`src/rtl/fetch_ctrl.sv`:
```
// Program-fetch sequencer: owns the ROM program counter and a one-entry fetch register.
// Optional FETCH_WRAP_HALT_EN: halt with err instead of wrapping when fetch runs past the top of ROM.
module fetch_ctrl #(
   parameter int D = 12
) (
   input  logic         clk,
   input  logic         reset_n,
   input  logic         start,
   input  logic [D-1:0] start_addr,
   input  logic         stall,
   input  logic         branch_en,
   input  logic         branch_rel,
   input  logic [D-1:0] branch_off,
   input  logic         halt_req,
   input  logic [8:0]   mach_code,
   output logic [D-1:0] prog_ctr,
   output logic [8:0]   instr,
   output logic [D-1:0] instr_pc,
   output logic         instr_valid,
   output logic         busy,
   output logic         done,
   output logic         err
);

   typedef enum logic [1:0] {S_IDLE, S_RUN, S_HALT} state_t;

   state_t       state_q, state_d;
   logic [D-1:0] prog_ctr_q, prog_ctr_d;
   logic [8:0]   instr_q, instr_d;
   logic [D-1:0] instr_pc_q, instr_pc_d;
   logic         valid_q, valid_d;
   logic         busy_q, busy_d;
   logic         done_q, done_d;
   logic         err_q, err_d;
   logic [D-1:0] br_target;

   // Relative targets are taken from the address of the branching instruction, mod 2^D.
   assign br_target = branch_rel ? D'(instr_pc_q + branch_off) : branch_off;

   always_comb begin
      state_d    = state_q;
      prog_ctr_d = prog_ctr_q;
      instr_d    = instr_q;
      instr_pc_d = instr_pc_q;
      valid_d    = valid_q;
      busy_d     = busy_q;
      done_d     = done_q;
      err_d      = err_q;
      case (state_q)
         S_IDLE, S_HALT: begin
            if (start) begin
               state_d    = S_RUN;
               prog_ctr_d = start_addr;
               valid_d    = 1'b0;
               busy_d     = 1'b1;
               done_d     = 1'b0;
               err_d      = 1'b0;
            end
         end
         S_RUN: begin
            if (halt_req && valid_q) begin
               state_d = S_HALT;
               valid_d = 1'b0;
               busy_d  = 1'b0;
               done_d  = 1'b1;
            end else if (stall) begin
               state_d = S_RUN;
            end else if (branch_en && valid_q) begin
               // The word addressed this cycle is squashed; the target arrives after one bubble.
               prog_ctr_d = br_target;
               valid_d    = 1'b0;
            end else begin
`ifdef FETCH_WRAP_HALT_EN
               if (&prog_ctr_q) begin
                  instr_d = mach_code;
                  valid_d = 1'b0;
                  state_d = S_HALT;
                  busy_d  = 1'b0;
                  done_d  = 1'b1;
                  err_d   = 1'b1;
               end else begin
                  instr_d    = mach_code;
                  instr_pc_d = prog_ctr_q;
                  valid_d    = 1'b1;
                  prog_ctr_d = prog_ctr_q + D'(1);
               end
`else
               instr_d    = mach_code;
               instr_pc_d = prog_ctr_q;
               valid_d    = 1'b1;
               prog_ctr_d = prog_ctr_q + D'(1);
`endif
            end
         end
         default: state_d = S_IDLE;
      endcase
   end

   always_ff @(posedge clk) begin
      if (!reset_n) begin
         state_q    <= S_IDLE;
         prog_ctr_q <= '0;
         instr_q    <= '0;
         instr_pc_q <= '0;
         valid_q    <= 1'b0;
         busy_q     <= 1'b0;
         done_q     <= 1'b0;
         err_q      <= 1'b0;
      end else begin
         state_q    <= state_d;
         prog_ctr_q <= prog_ctr_d;
         instr_q    <= instr_d;
         instr_pc_q <= instr_pc_d;
         valid_q    <= valid_d;
         busy_q     <= busy_d;
         done_q     <= done_d;
         err_q      <= err_d;
      end
   end

   assign prog_ctr    = prog_ctr_q;
   assign instr       = instr_q;
   assign instr_pc    = instr_pc_q;
   assign instr_valid = valid_q;
   assign busy        = busy_q;
   assign done        = done_q;
   assign err         = err_q;

endmodule
```
`config.mk`:
```
export PLATFORM = sky130hd
export DESIGN_NAME = fetch_ctrl
export DESIGN_NICKNAME = d
export VERILOG_FILES = /design/src/rtl/fetch_ctrl.sv
export SDC_FILE = /design/constraint.sdc
export NUM_CORES = 1
export LEC_CHECK = 0
export CORE_MARGIN = 5
export CORE_UTILIZATION = 42
export CTS_CLUSTER_DIAMETER = 40
export DETAILED_ROUTE_END_ITERATION = 12
export PLACE_DENSITY = 0.87
export SYNTH_ARGS = -nofsm -noshare
export SYNTH_HDL_FRONTEND = slang
export SYNTH_SLANG_ARGS = --single-unit
```
`constraint.sdc`:
```
create_clock -name clk -period 3 [get_ports clk]
set_clock_uncertainty 0.1 [all_clocks]
set_input_delay 0.9 -clock clk [delete_from_list [all_inputs] [get_ports clk]]
set_output_delay 0.9 -clock clk [all_outputs]
set_load 0.01 [all_outputs]
```
Word-level counts from Yosys, hierarchy flattened
Index checks and enable logic that the tools add are counted.
- add/subtract/negate cells: 2
- reduce and logical (&&, ||, !) cells: 10
- eq/ne operators: 8
- mux-type cells: 20
- bitwise logic cells: 3
- operators by type and width (operator ; count):
    2-to-1 mux 12 bit ; 5
    one-hot mux 12 bit (2 select lines) ; 1
    adder 12 x 1 -> 12 bit (second input constant) ; 1
    adder 12 bit ; 1
    != test 2 bit (second input constant) ; 4
    AND reduction 4 bit ; 2
    2-to-1 mux 1 bit ; 7
    2-to-1 mux 2 bit ; 3
    != test 3 bit (second input constant) ; 2
    one-hot mux 1 bit (2 select lines) ; 3
    AND reduction 3 bit ; 2
    one-hot mux 2 bit (2 select lines) ; 1
    inverter 1 bit ; 3
    == test 2 x 1 -> 1 bit (second input constant) ; 1
    == test 2 bit (second input constant) ; 1
    logical AND 1 bit ; 2
    zero test 2 bit ; 1
    AND reduction 2 bit ; 1
    nonzero test 2 bit ; 1
    OR reduction 2 bit ; 1
- input port bits: 40
- register bits after elaboration: 38

Logic depth before layout (Yosys ltp)
- depth after elaboration: 6
- mapped depth: 9

Least setup slack after synthesis
No wires, ideal clock.
- path kind: input -> register
- start: in branch_off[0]
- end: reg prog_ctr_q[8] (netlist: prog_ctr[8])
- data arrival time: 2.707 ns
- slack: 0.079 ns
- data required time: 2.785 ns
- buffers on the path: 0
- library setup time: 0.115 ns
- cell stages on the path: 9
- cells stage by stage: ha_1 > inv_1 > fa_1 > and2b_1 > o31a_1 > or2_2 > a41o_1 > xnor2_1 > a2111oi_0
- cells in the longest elaborated chain, start to end: 6
- RTL lines (what ; RTL line ; source):
    start, declared ; 13 ; input logic [D-1:0] branch_off,
    adder 12 bit ; 38 ; assign br_target = branch_rel ? D'(instr_pc_q + branch_off) : branch_off;
    2-to-1 mux 12 bit ; 38 ;
    2-to-1 mux 12 bit ; 68 ; end else if (branch_en && valid_q) begin
    2-to-1 mux 12 bit ; 66 ; end else if (stall) begin
    2-to-1 mux 12 bit ; 61 ; if (halt_req && valid_q) begin
    one-hot mux 12 bit (2 select lines) ; 49 ; case (state_q)
    end signal, assigned ; 111 ; prog_ctr_q <= prog_ctr_d;
    end, declared ; 28 ; logic [D-1:0] prog_ctr_q, prog_ctr_d;
No other way between the ends. The select of a mux whose other input is x is not followed.
A chain may end at the register's enable or synchronous reset.

Final worst setup path
- start: in branch_off[4]
- end: reg prog_ctr_q[5] (netlist: prog_ctr[5])
The elaborated chain is that of the path after synthesis.

==> results by group <==
Power
  • P_leak: between 1 and 1.5 nW
  • PD cells: 413 nW/um2
  • VDD IR max: ~0.28 mV

Logic synthesis
  • Syn Area/Cell: roughly 7.6 um2
  • Synth cell types: 55
  • Ys async rst share: 0%
  • Post-synthesis sequential area ratio: a little under a third
  • Post-Syn Nets: between 300 and 400
  • Ys flop type: dfxtp_1
  • Post-synth EDFFs: 0
  • Register bit total from synthesis: 38
  • Synth warnings: 0
  • Post-Syn Instances: 320
  • Post-Syn Area: 2420 um2

Clocking
  • Clk sinks: 38
  • Clock slew at reported path FFs: approximately 0.080 ns
  • CTS H-tree lvls: 2
  • Root buf cell: clkbuf_8
  • Hold_buf cts: 0
  • CTS buffer count: 5
  • CTS tree: yes
  • Worst-Skew Late Latency: 0.30 ns
  • Maximum buffer depth of the clock tree: 2

GRT
  • Antenna violations before repair: 0
  • Largest net degree at the start of global routing: 22
  • Total global routing overflow: 0
  • Vias in the first global route: between 2000 and 3000
  • Gr usage total: ~22%
  • Global-route wire length before repair: between 10000 and 15000 um

Timing
  • Fin crit share: between 90% and 100%
  • Final setup vio count: 0
  • Rel. slew slack: approximately three fifths
  • Worst Max-Slew Pin Slew: approximately 0.63 ns
  • Max Slew Vio Count: 0
  • FMAX: 340 MHz
  • Final worst slack: 0.0564 ns
  • Total Neg Setup Slack: 0 ns
  • Final min period: 2.94 ns
  • Final hold vios: 0

Placement
  • DP Area: 3330 um2
  • DP HPWL: between 5000 and 6000 um
  • Routability cong.: 0.981
  • Number of port buffers: 75
  • Pre-CTS WS: -0.549 ns

Final layout
  • Nets@finish: roughly 460
  • Layout cell share with drive strength beyond 1: 12.7%
  • Finished Cell Area: about 3600 um2
  • Antenna cells: 0
  • Area Overhead vs Synth: 47.7%

Detailed routing
  • Vias: about 2800
  • Initial DRC Count: 290
  • DR pass1 iterations: 7
  • Antenna-violating nets left: 0
  • Via/cell ratio: roughly 5.7
  • DR WL/cell: between 15 and 20 um
  • Final WL: 8050 um
  • Residual DRC: 0

Job
  • Max Cap Viol: 0

Critical path
  • CP peak stage delay: roughly 0.55 ns
  • Worst-path cell chain: clkdlybuf4s50_1, ha_4, and3_1, a2111o_1, xor2_1, mux2i_1, a21oi_1, o221a_2
  • R2R Setup Slk: 0.45 ns
  • Worst Setup End Kind: flop
  • Setup Crit Path Kind: in2reg
  • Slowest cell on crit path: clkdlybuf4s50_1
  • Data arrival time of the worst path: between 3 and 4 ns
  • Critical Path Fanout Max: 5
  • Worst Setup Start Kind: input pin
  • Worst EP required: 3.10 ns

Floorplan
  • Initial core utilization: 43.7%
  • Die Y: between 80 and 90 um
  • # IOs: between 70 and 80
  • DIE AREA: between 7000 and 8000 um2
  • Core area: ~5500 um2
  • Die width: about 86 um
  • Cell Rows: 27

Status
  • Status: finished, final reports clean

Hold path
  • Worst hold path type: reg2reg
## worst paths after layout
kind                   to           from  cells past startpoint
max           prog_ctr[5]  branch_off[4]                      8
min reg2reg      instr[6]       instr[6]                      2
min              instr[6]       instr[6]                      2
max reg2reg  prog_ctr[10]    instr_pc[0]                     10
## through the flow
stage	hold WS, ns	std cells	power [mW]	util, %
final	0.359	483	1.48	64.5
after global routing	0.379	483	1.54	64.5
after CTS	0.361	479	1.47	63.3
after detailed placement	0.349	468	0.930	60.1
after global placement	0.342	468	0.922	60.1
after floorplan	0.345	320	0.757	-
## metal layers
metal / share of wire [%] / track usage [%] / up-vias
met5: 0 / 0 / -
met4: 3.5 / 9.35 / 0
met3: 8.7 / 5.19 / 27
met2: 48 / 37.6 / 139
met1: 40 / 24.8 / 1264
li1: - / - / 1328
## cells in the mapped netlist, types with 5 or more instances
library cell	instances	share of area, %
nor2b_1	5	1.3
nor2_1	21	3.3
o21ai_0	14	2.9
inv_1	7	1.1
nand2_1	61	9.5
clkbuf_1	15	2.3
a211oi_1	7	2.2
dfxtp_1	38	31
xnor2_1	7	2.5
nor3_1	9	1.9
a31oi_1	6	1.6
a21oi_1	40	8.3
ha_1	12	6.2
nand3_1	10	2.1
xor2_1	8	2.9
## cell usage in the layout, fill, tap and decap left out, types with 2 or more instances in the layout
cell type	count
o21ai_0	14
a31oi_1	6
clkdlybuf4s50_1	71
nor3_1	9
and2_1	2
nand2b_1	3
ha_1	8
a21oi_1	40
clkbuf_8	5
nor2b_1	5
inv_1	5
o211ai_1	2
buf_4	27
ha_4	3
o41ai_1	3
o32ai_1	4
nand3_1	10
dfxtp_1	38
a211oi_1	7
inv_2	2
xnor2_1	7
a21o_1	4
and3_1	2
bufinv_16	2
a2111oi_2	2
nand4_1	2
or3_1	2
nand2_1	61
nor2_1	21
xor2_1	8
o31a_1	2
mux2i_1	3
## state kept, by name, summed over array words and instances, names as in the netlist
name / cells
instr_pc: 12
prog_ctr: 12
instr: 9
state_q: 2
busy: 1
done: 1
instr_valid: 1
## power by group
group,internal (mW),switching (mW)
combinational,0.188,0.172
clock,0.333,0.204
sequential,0.534,0.0445
total,1.06,0.420
## repair_timing
item                                    4_1_cts  5_1_grt
endpoints found under the setup margin        3        6
resized for setup                             9       10
pin swaps                                     5        9
hold endpoints to repair                      0        0
setup buffers                                 3        4
## critical path, delay by kind of cell
kind            cells  cell delay (ns)
compound gates      3             0.85
simple gates        1             0.19
xor+xnor            1             0.18
fa+ha+maj           1             0.24
mux                 1             0.14
buf+inv             1             0.55
## logic make-up (layout without fill, tap and decap cells)
logic type               Yosys count  count (layout)  synth area share, %
XOR/XNOR                          15              15                 5.43
adder cells (fa/ha/maj)           13              13                 7.03
AO/OA/AOI/OAI                     98              98                 26.2
multiplexers                       4               4                 1.71
flip-flops                        38              38                 31.4
other                              1               1                0.155
buffers and inverters             27             118                 4.60
AND/OR/NAND/NOR                  124             124                 23.5
## area by class of cell
| type | count | area, um2 |
|---|---|---|
| timing repair buffer | 102 | 950 |
| multi-input combinational | 255 | 1610 |
| inverter | 8 | 30.0 |
| tap | 72 | 90.1 |
| clock buffer | 5 | 68.8 |
| fill | 462 | 1970 |
| sequential | 38 | 761 |
| clock inverter | 3 | 68.8 |
(Power assumes the default switching activity.)
